`src/rtl/rf_pkg.sv`:
```
// Shared constants and types for the register-file port master.
//   DATA_W     : register data width
//   ADDR_W     : register address width (2**ADDR_W registers)
//   WB_DEPTH   : writeback queue entries (power of 2, >= 2)
//   wb_entry_t : one queued writeback {addr, data}
package rf_pkg;

    localparam int DATA_W   = 32;
    localparam int ADDR_W   = 5;
    localparam int WB_DEPTH = 4;

    typedef struct packed {
        logic [ADDR_W-1:0] addr;
        logic [DATA_W-1:0] data;
    } wb_entry_t;

endpackage

```
`src/rtl/rf_wb_queue.sv`:
```
// Circular writeback FIFO.
// All slots and a per-slot valid vector are exposed, so the owner can run
// its own forwarding lookup.
// Ports:
//   clk, reset (async, active-low)
//   push, push_addr, push_data : enqueue at tail (ignored when full)
//   pop                        : dequeue head (ignored when empty)
//   full, empty                : derived from the registered count
//   head_ptr                   : physical index of the oldest entry
//   entry_addr/entry_data      : every slot, indexed physically
//   entry_valid                : slot holds a live (not yet popped) entry
module rf_wb_queue
    import rf_pkg::*;
#(
    parameter int DATA_W = rf_pkg::DATA_W,
    parameter int ADDR_W = rf_pkg::ADDR_W,
    parameter int DEPTH  = rf_pkg::WB_DEPTH,
    localparam int PTR_W = $clog2(DEPTH),
    localparam int CNT_W = $clog2(DEPTH + 1)
) (
    input  logic                           clk,
    input  logic                           reset,
    input  logic                           push,
    input  logic [ADDR_W-1:0]              push_addr,
    input  logic [DATA_W-1:0]              push_data,
    input  logic                           pop,
    output logic                           full,
    output logic                           empty,
    output logic [PTR_W-1:0]               head_ptr,
    output logic [DEPTH-1:0][ADDR_W-1:0]   entry_addr,
    output logic [DEPTH-1:0][DATA_W-1:0]   entry_data,
    output logic [DEPTH-1:0]               entry_valid
);

    logic [PTR_W-1:0] tail_ptr;
    logic [CNT_W-1:0] count;
    logic             do_push;
    logic             do_pop;

    assign full    = (count == CNT_W'(DEPTH));
    assign empty   = (count == '0);
    assign do_push = push & ~full;
    assign do_pop  = pop & ~empty;

    // Pointers wrap naturally because DEPTH is a power of 2. A push and a pop
    // never target the same slot: pop needs a non-empty queue and push a
    // non-full one, so head and tail differ whenever both fire.
    always_ff @(posedge clk or negedge reset) begin
        if (!reset) begin
            head_ptr    <= '0;
            tail_ptr    <= '0;
            count       <= '0;
            entry_addr  <= '0;
            entry_data  <= '0;
            entry_valid <= '0;
        end else begin
            if (do_push) begin
                entry_addr[tail_ptr]  <= push_addr;
                entry_data[tail_ptr]  <= push_data;
                entry_valid[tail_ptr] <= 1'b1;
                tail_ptr              <= tail_ptr + PTR_W'(1);
            end
            if (do_pop) begin
                entry_valid[head_ptr] <= 1'b0;
                head_ptr              <= head_ptr + PTR_W'(1);
            end
            unique case ({do_push, do_pop})
                2'b10:   count <= count + CNT_W'(1);
                2'b01:   count <= count - CNT_W'(1);
                default: count <= count;
            endcase
        end
    end

endmodule

```
`src/rtl/regfile_port_master.sv`:
```
// Initiator side of the 32x32 register-file interface.
// Writebacks are queued and drained one per cycle into the register file.
// Operand reads complete one cycle after acceptance and are bypassed from
// any queued (not yet written) writeback.
// Ports:
//   clk, reset (async, active-low)
//   op_valid/op_ready/op_rs1/op_rs2       : operand read request
//   rd_valid/rd_ready/rd_data1/rd_data2   : operand response
//   wb_valid/wb_ready/wb_rd/wb_data       : writeback request
//   rf_addr1/rf_addr2/rf_dout1/rf_dout2   : register file read ports
//   rf_addrw/rf_din/rf_wren               : register file write port
//   idle                                  : queue empty and no response held
module regfile_port_master
    import rf_pkg::*;
#(
    parameter int DATA_W   = rf_pkg::DATA_W,
    parameter int ADDR_W   = rf_pkg::ADDR_W,
    parameter int WB_DEPTH = rf_pkg::WB_DEPTH
) (
    input  logic              clk,
    input  logic              reset,
    input  logic              op_valid,
    output logic              op_ready,
    input  logic [ADDR_W-1:0] op_rs1,
    input  logic [ADDR_W-1:0] op_rs2,
    output logic              rd_valid,
    input  logic              rd_ready,
    output logic [DATA_W-1:0] rd_data1,
    output logic [DATA_W-1:0] rd_data2,
    input  logic              wb_valid,
    output logic              wb_ready,
    input  logic [ADDR_W-1:0] wb_rd,
    input  logic [DATA_W-1:0] wb_data,
    output logic [ADDR_W-1:0] rf_addr1,
    output logic [ADDR_W-1:0] rf_addr2,
    output logic [ADDR_W-1:0] rf_addrw,
    output logic [DATA_W-1:0] rf_din,
    output logic              rf_wren,
    input  logic [DATA_W-1:0] rf_dout1,
    input  logic [DATA_W-1:0] rf_dout2,
    output logic              idle
);

    localparam int PTR_W = $clog2(WB_DEPTH);

    logic                             q_full;
    logic                             q_empty;
    logic                             q_push;
    logic [PTR_W-1:0]                 q_head;
    logic [WB_DEPTH-1:0][ADDR_W-1:0]  q_addr;
    logic [WB_DEPTH-1:0][DATA_W-1:0]  q_data;
    logic [WB_DEPTH-1:0]              q_valid;
    logic [PTR_W-1:0]                 age_idx;
    logic [DATA_W-1:0]                fwd1;
    logic [DATA_W-1:0]                fwd2;
    logic                             op_accept;

    // Writes to r0 are accepted but never queued, since r0 always reads 0.
    assign wb_ready = ~q_full;
    assign q_push   = wb_valid & wb_ready & (wb_rd != '0);

    rf_wb_queue #(
        .DATA_W (DATA_W),
        .ADDR_W (ADDR_W),
        .DEPTH  (WB_DEPTH)
    ) u_wb_queue (
        .clk         (clk),
        .reset       (reset),
        .push        (q_push),
        .push_addr   (wb_rd),
        .push_data   (wb_data),
        .pop         (~q_empty),
        .full        (q_full),
        .empty       (q_empty),
        .head_ptr    (q_head),
        .entry_addr  (q_addr),
        .entry_data  (q_data),
        .entry_valid (q_valid)
    );

    // The head is written at the coming edge, so the register file still
    // holds the old value this cycle. Stale slot contents are masked once the
    // queue runs empty.
    assign rf_wren  = ~q_empty;
    assign rf_addrw = q_empty ? '0 : q_addr[q_head];
    assign rf_din   = q_empty ? '0 : q_data[q_head];

    assign rf_addr1 = op_rs1;
    assign rf_addr2 = op_rs2;

    // Walk the queue from oldest to youngest so that a later match overrides
    // an earlier one. The head is included because its write has not landed
    // yet. The incoming wb_* is deliberately excluded: it is younger than this
    // read in program order.
    always_comb begin
        fwd1    = rf_dout1;
        fwd2    = rf_dout2;
        age_idx = q_head;
        for (int k = 0; k < WB_DEPTH; k++) begin
            age_idx = q_head + PTR_W'(k);
            if (q_valid[age_idx] && (q_addr[age_idx] == op_rs1)) begin
                fwd1 = q_data[age_idx];
            end
            if (q_valid[age_idx] && (q_addr[age_idx] == op_rs2)) begin
                fwd2 = q_data[age_idx];
            end
        end
        if (op_rs1 == '0) begin
            fwd1 = '0;
        end
        if (op_rs2 == '0) begin
            fwd2 = '0;
        end
    end

    assign op_ready  = ~rd_valid | rd_ready;
    assign op_accept = op_valid & op_ready;

    // Response register: data loads only on acceptance and otherwise holds,
    // so it stays stable while the consumer stalls.
    always_ff @(posedge clk or negedge reset) begin
        if (!reset) begin
            rd_valid <= 1'b0;
            rd_data1 <= '0;
            rd_data2 <= '0;
        end else if (op_accept) begin
            rd_valid <= 1'b1;
            rd_data1 <= fwd1;
            rd_data2 <= fwd2;
        end else if (rd_ready) begin
            rd_valid <= 1'b0;
        end
    end

    assign idle = q_empty & ~rd_valid;

endmodule

```
`config.mk`:
```
export PLATFORM = sky130hd
export DESIGN_NAME = regfile_port_master
export DESIGN_NICKNAME = d
export VERILOG_FILES = /design/src/rtl/rf_pkg.sv /design/src/rtl/rf_wb_queue.sv /design/src/rtl/regfile_port_master.sv
export SDC_FILE = /design/constraint.sdc
export NUM_CORES = 1
export LEC_CHECK = 0
export CORE_UTILIZATION = 60
export CTS_BUF_LIST = sky130_fd_sc_hd__clkbuf_16
export DETAILED_ROUTE_END_ITERATION = 6
export PLACE_DENSITY_LB_ADDON = 0.25
export SYNTH_ARGS = -nofsm -noshare
export SYNTH_HDL_FRONTEND = slang
export SYNTH_SLANG_ARGS = --single-unit
```
`constraint.sdc`:
```
create_clock -name clk -period 9.2 [get_ports clk]
set_input_delay 1.84 -clock clk [delete_from_list [all_inputs] [get_ports clk]]
set_output_delay 1.84 -clock clk [all_outputs]
set_load 0.1 [all_outputs]
```
==> results.ini, run 1 <==
[logic_synthesis]
synth_cells = 1331
synth_area_sq_um = 15600
ys.flop_type = dfrtp_1
syn_nets = 1456
synth_seq_area_share = 0.359
synthDistinctLibCells = 51
avgSynthCellArea_sq_um = 11.7
ys_ff_latch = 224
synth_edf_count = 0
ys.warnings.count = 0
async_reset_ff_frac = 1.00

[drt]
avgViaCountPerCell = 7.49
drtIter0Drc = 1634
drt_first_pass_iters = 5
dr_total_vias = 13536
drc_errors = 0
drtAntennaViolNets = 0
wire_per_inst_microns = 27.1
wl_mm = 49.0

[hold_path]
min_path_type = reg2reg
min_from = rd_data1[18]$_DFFE_PN0P_
whs_path_depth = 2
holdPathEnd = rd_data1[18]$_DFFE_PN0P_

[layout]
antenna_cells = 0
drive_above_1_share = 0.261
layout.nets = 1584
synthToLayoutAreaGrowth_pct = 19.7

[timing]
period_share = 0.661
hold_viol_final = 0
skew_ns = 0.0139
maxSlewHeadroom = 0.104
tightestPinTransition_ns = 1.34
setup-tns-final_ns = 0
min_period_ns = 6.08
drv_slew = 0
rsz0062_at_grt = false
fmax_mhz = 164
finalSetupViolCount = 0

[critical_path]
cp.required_ns = 7.36
reg2reg_to = rd_data1[14]$_DFFE_PN0P_
worst-r2r-cell-count = 9
max_stage_delay_ns = 0.98
r2r-start = u_wb_queue.head_ptr[1]$_DFFE_PN0N_
cp_cell_sequence = buf_4 > buf_4 > mux4_2 > and2_1 > clkdlybuf4s50_1
cp-start-kind = flop
end_kind = output pin
cp_max_fo = 43
worst_path_most_repeated_cell = buf_4
critPathKind = reg2out
crit_slowest_cell = clkdlybuf4s50_1
r2r_slack_ns = 3.57
arrival_ns = 4.24

[run_status]
status = completed

[clocking]
cts_buffer_depth = 3
tritoncts = yes
hold_buffers = 0
post-cts-setup-buffers = 0
clk_latency_ns = 0.53
cts_resized = 0
htreeDepth = 1
clock_sinks = 224
cts-root-buf = clkbuf_16
path_clk_slew_ns = 0.07
cts_made_buffers = 24

[placement]
gp_congestion = 0.902
dp_hpwl_mm = 30.7
port_buffers = 231

[grt]
antenna_found_initial = 0
grt_pass1_vias = 13430
grtUsageTotal = 0.372
gr-total-overflow = 0
grt_pass1_wl_mm = 75.7
grt_max_degree = 113

[floorplan]
die_h_microns = 163
std_cell_rows = 58
ioPinCount = 232
initial_utilization = 0.617
coreArea_sq_um = 25300
die_w_microns = 163
dieArea_sq_um = 26700

[flow_run]
drv_cap = 0

[area by class of cell]
cell class	instances	area, sq um
inverter	8	30.0
fill	1712	6630
sequential	224	5610
timing repair buffer	256	2500
clock buffer	25	626
tap	330	413
clock inverter	19	133
multi-input combinational	945	9380
[metal layers]
metal,GRT usage,vias to the layer above,share of wire
met5,0,-,0
met4,0.173,0,0.048
met3,0.0787,241,0.13
met2,0.585,1133,0.47
met1,0.497,6667,0.36
li1,-,5495,-
[synthesized netlist by cell type (all sizes together) (2+ instances only)]
cell type,instances,share of area
a211o,30,0.017
a211oi,18,0.0086
a21boi,3,0.0014
a21o,15,0.0072
a21oi,14,0.0045
a311oi,32,0.018
a32o,30,0.019
and2,38,0.015
and3,2,0.00080
buf,51,0.020
clkbuf,103,0.025
dfrtp,224,0.36
ha,8,0.0064
inv,7,0.0017
mux2,153,0.11
mux2i,6,0.0038
mux4,150,0.22
nand2,82,0.020
nand2b,3,0.0012
nand4,37,0.015
nor2,22,0.0053
nor2b,31,0.012
nor3,37,0.012
nor3b,30,0.014
nor4,2,0.00080
o21ai,80,0.026
o221ai,3,0.0017
o22ai,44,0.018
o31ai,18,0.0090
or2,2,0.00080
or3,4,0.0016
or4,2,0.00096
xnor2,31,0.017
xor2,9,0.0050
[flip-flops by register name, indices dropped and copies added (netlist names)]
name                    cells
u_wb_queue.count            3
u_wb_queue.entry_valid      4
u_wb_queue.entry_data     128
u_wb_queue.entry_addr      20
rd_data2                   32
rd_valid                    1
u_wb_queue.head_ptr         2
rd_data1                   32
u_wb_queue.tail_ptr         2
[cell families after synthesis]
family	after synthesis	share of synthesized area
muxes	309	0.330
buffers and inverters	162	0.0466
AOI/OAI and AO/OA	294	0.133
and+or+nand+nor	293	0.101
xor gates and xnor gates	40	0.0224
adders and majority gates	9	0.00769
DFF	224	0.359
[critical path: cells and delay by family, from the launching register on]
kind / cells / cell delay, ns
flops: 1 / 0.68
mux: 1 / 0.63
buf+inv: 3 / 2.19
simple gates: 1 / 0.18
[per-stage QoR]
step           hold WS (ns)  area, sq um  cells  setup slack, ns  utilization
3_5_place_dp          0.466        17900   1763             3.59        0.708
5_1_grt               0.513        18700   1807             2.87        0.738
2_1_floorplan         0.520        15600   1331             4.30            -
6_report              0.474        18700   1807             3.12        0.738
4_1_cts               0.479        18700   1807             3.07        0.738
3_3_place_gp          0.467        17900   1763             3.60        0.708
[how the worst max path moves through the flow]
| stage | start | end | slack, ns | cells after the start |
|---|---|---|---|---|
| finish | u_wb_queue.head_ptr[0]$_DFFE_PN0N_ | rf_din[30] | 3.12 | 5 |
| detailed placement | op_rs1[4] | rf_addr1[4] | 3.59 | 2 |
| global placement | op_rs1[1] | rf_addr1[1] | 3.60 | 2 |
| CTS | u_wb_queue.head_ptr[0]$_DFFE_PN0N_ | rf_din[30] | 3.07 | 5 |
| global route | u_wb_queue.head_ptr[0]$_DFFE_PN0N_ | rf_din[30] | 2.87 | 5 |
| floorplan | u_wb_queue.count[1]$_DFFE_PN0P_ | idle | 4.30 | 4 |
[cells in the final DEF (no fill, tap or decap), types with 6 or more instances in the layout]
cell / netlist / routed
xor2_1: 9 / 9
a211oi_1: 18 / 18
xnor2_1: 31 / 30
ha_1: 8 / 7
nand4_1: 37 / 37
o31ai_1: 17 / 17
and2_1: 38 / 38
a32o_1: 30 / 30
buf_4: 12 / 25
a21o_1: 15 / 15
inv_1: 7 / 18
o21ai_0: 70 / 70
nor2b_1: 31 / 31
a311oi_1: 32 / 32
nor2_1: 22 / 21
o21ai_1: 10 / 10
nor3_1: 36 / 34
mux2i_1: 6 / 6
o22ai_1: 44 / 44
clkbuf_16: 0 / 25
nor3b_1: 30 / 30
dfrtp_1: 224 / 222
a211o_1: 30 / 30
nand2_1: 82 / 75
clkdlybuf4s50_1: 0 / 230
nand2_2: 0 / 7
mux4_2: 150 / 150
a21oi_1: 14 / 12
mux2_2: 153 / 153
Power of run 1 is left out: the tool's default activity adds up to more than one toggle a clock period on the data nets, which glitch-free logic cannot reach.
==> run 2: changes to the inputs <==
--- a/config.mk
+++ b/config.mk
@@ -5,7 +5,7 @@
 export SDC_FILE = /design/constraint.sdc
 export NUM_CORES = 1
 export LEC_CHECK = 0
-export CORE_UTILIZATION = 60
+export CORE_UTILIZATION = 56
 export CTS_BUF_LIST = sky130_fd_sc_hd__clkbuf_16
 export DETAILED_ROUTE_END_ITERATION = 6
 export PLACE_DENSITY_LB_ADDON = 0.25
==> constraint.sdc (replaced) <==
create_clock -name clk -period 6 [get_ports clk]
set_input_delay 1.2 -clock clk [delete_from_list [all_inputs] [get_ports clk]]
set_output_delay 1.2 -clock clk [all_outputs]
set_load 0.1 [all_outputs]
==> run 2 against run 1 <==
Effect of this change:
- critical endpoint is now rf_din[31]
- global-route usage down 1.8 points
- clock skew about the same
- register-to-register slack worse by 2.4 ns
- via count about the same
- sequential share of layout area down 0.21 points
- hold slack better by 0.0024 ns
- the run now ends with DRC left
- first-iteration DRC count up 0.98%
- cell count up 2.8%
- critical path type unchanged
- design area up 0.70%
- setup slack worse by 2.3 ns
- count of clock-buffer cells in the layout up 2
==> results.ini, run 2 (synthesis results as in run 1) <==
[placement]
dp_hpwl_mm = 30.9  ; +0.70%
placed_area_sq_um = 18000  ; +0.57%
gp_congestion = 0.932  ; +3.2%
dp_slack_ns = 1.28  ; -2.31 ns
port_buffers = 231  ; unchanged

[drt]
drtIter0Drc = 1650  ; +0.98%
dr_total_vias = 13547  ; +0.081%
avgViaCountPerCell = 7.29  ; -2.7%
drt_first_pass_iters = 7  ; +2
wire_per_inst_microns = 27.3  ; +0.73%
drc_errors = 2  ; +2
wl_mm = 50.8  ; +3.6%
drtAntennaViolNets = 0  ; unchanged

[clocking]
cts-root-buf = clkbuf_16
hold_buffers = 0  ; unchanged
htreeDepth = 1  ; unchanged
clock_sinks = 224  ; unchanged
cts_resized = 0  ; unchanged
cts_buffer_depth = 3  ; unchanged
tritoncts = yes
clk_latency_ns = 0.54  ; about the same
post-cts-setup-buffers = 0  ; unchanged
path_clk_slew_ns = 0.06  ; about the same
cts_made_buffers = 26  ; +8.3%

[timing]
setup_ws_ns = 0.828  ; -2.29 ns
period_share = 0.862
min_period_ns = 5.17
tightestPinTransition_ns = 1.12  ; -0.224 ns
skew_ns = 0.0142  ; +0.000277 ns
finalSetupViolCount = 0  ; unchanged
fmax_mhz = 193
setup-tns-final_ns = 0  ; unchanged
maxSlewHeadroom = 0.253  ; +0.149
drv_slew = 0  ; unchanged
rsz0062_at_grt = false
hold_viol_final = 0  ; unchanged

[grt]
gr-total-overflow = 0  ; unchanged
grt_pass1_wl_mm = 77.1  ; +1.9%
grt_pass1_vias = 13358  ; -0.54%
grtUsageTotal = 0.355  ; -0.0175
antenna_found_initial = 2  ; +2
grt_max_degree = 125  ; +11%

[floorplan]
ioPinCount = 232  ; unchanged
die_h_microns = 169  ; +3.5%
coreArea_sq_um = 27200  ; +7.3%
dieArea_sq_um = 28600  ; +7.1%
std_cell_rows = 60  ; +3.4%
die_w_microns = 169  ; +3.5%
initial_utilization = 0.575  ; -0.0420

[layout]
synthToLayoutAreaGrowth_pct = 20.5
layout_commonest_cell = clkdlybuf4s50_1
stdcell_area_sq_um = 18800  ; +0.70%
largest-register = u_wb_queue.entry_data
fill_cells = 2027  ; +18%
drive_above_1_share = 0.265  ; +0.00416
final_cell_mix = 230 x clkdlybuf4s50_1, 222 x dfrtp_1, 153 x mux2_2
layout.nets = 1591  ; +0.44%
largest_reg_flops = 128  ; unchanged
top_regs = u_wb_queue.entry_data (128), rd_data1 (32), rd_data2 (32)

[critical_path]
cp.required_ns = 4.80  ; -2.56 ns
cp-start-kind = flop
end_kind = output pin
cp_max_fo = 46  ; +7.0%
arrival_ns = 3.97  ; -0.27 ns
critPathKind = reg2out

[run_status]
status = complete, but fails checks
violations = DRC

[flow_run]
drv_cap = 0  ; unchanged

[hold_path]
min_path_type = reg2reg

## run 2: final timing paths
path,startpoint,to,slack (ns),cells after the start
max in group asynchronous,reset,u_wb_queue.entry_data[104]$_DFFE_PN0P_,4.13,2
hold reg to reg,rd_data1[18]$_DFFE_PN0P_,rd_data1[18]$_DFFE_PN0P_,0.48,2
min in group asynchronous,reset,u_wb_queue.entry_addr[15]$_DFFE_PN0P_,0.70,1
setup / recovery,u_wb_queue.head_ptr[1]$_DFFE_PN0N_,rf_din[31],0.83,4
setup reg to reg,u_wb_queue.head_ptr[1]$_DFFE_PN0N_,rd_data2[18]$_DFFE_PN0P_,1.15,9
hold / removal,rd_data1[18]$_DFFE_PN0P_,rd_data1[18]$_DFFE_PN0P_,0.48,2
## run 2: layer usage
layer | part of all wire | up-vias | global-route usage | wire length (microns)
met5 | 0 | - | 0 | 0
met4 | 0.043 | 0 | 0.152 | 2180
met3 | 0.13 | 209 | 0.0865 | 6700
met2 | 0.46 | 1109 | 0.556 | 23200
met1 | 0.37 | 6739 | 0.474 | 18700
li1 | - | 5490 | - | -
## run 2: cell type report
class / count / area, sq um / share of cell area
diodes: 2 / 5.00 / 0.000266
clock buffers: 27 / 676 / 0.0359
clock inverters: 19 / 105 / 0.00558
inverters: 8 / 30.0 / 0.00159
multi-input cells: 945 / 9380 / 0.498
flip-flops and latches: 224 / 5610 / 0.298
well taps: 372 / 465 / 0.0247
repair buffers: 261 / 2550 / 0.136
## run 2: per-stage QoR
stage / std cells / utilization / hold slack (ns)
6_report: 1858 / 0.693 / 0.476
3_3_place_gp: 1810 / 0.664 / 0.459
4_1_cts: 1856 / 0.693 / 0.478
2_1_floorplan: 1331 / - / 0.520
3_5_place_dp: 1810 / 0.664 / 0.465
5_1_grt: 1856 / 0.693 / 0.505
## run 2: critical path, cell delays in order (launching register included)
cell and delay, ns:
dfrtp_4 0.82, buf_4 0.73, mux4_2 0.63, and2_1 0.23
clkdlybuf4s50_1 0.98
Power of run 2 is left out for the same reason.
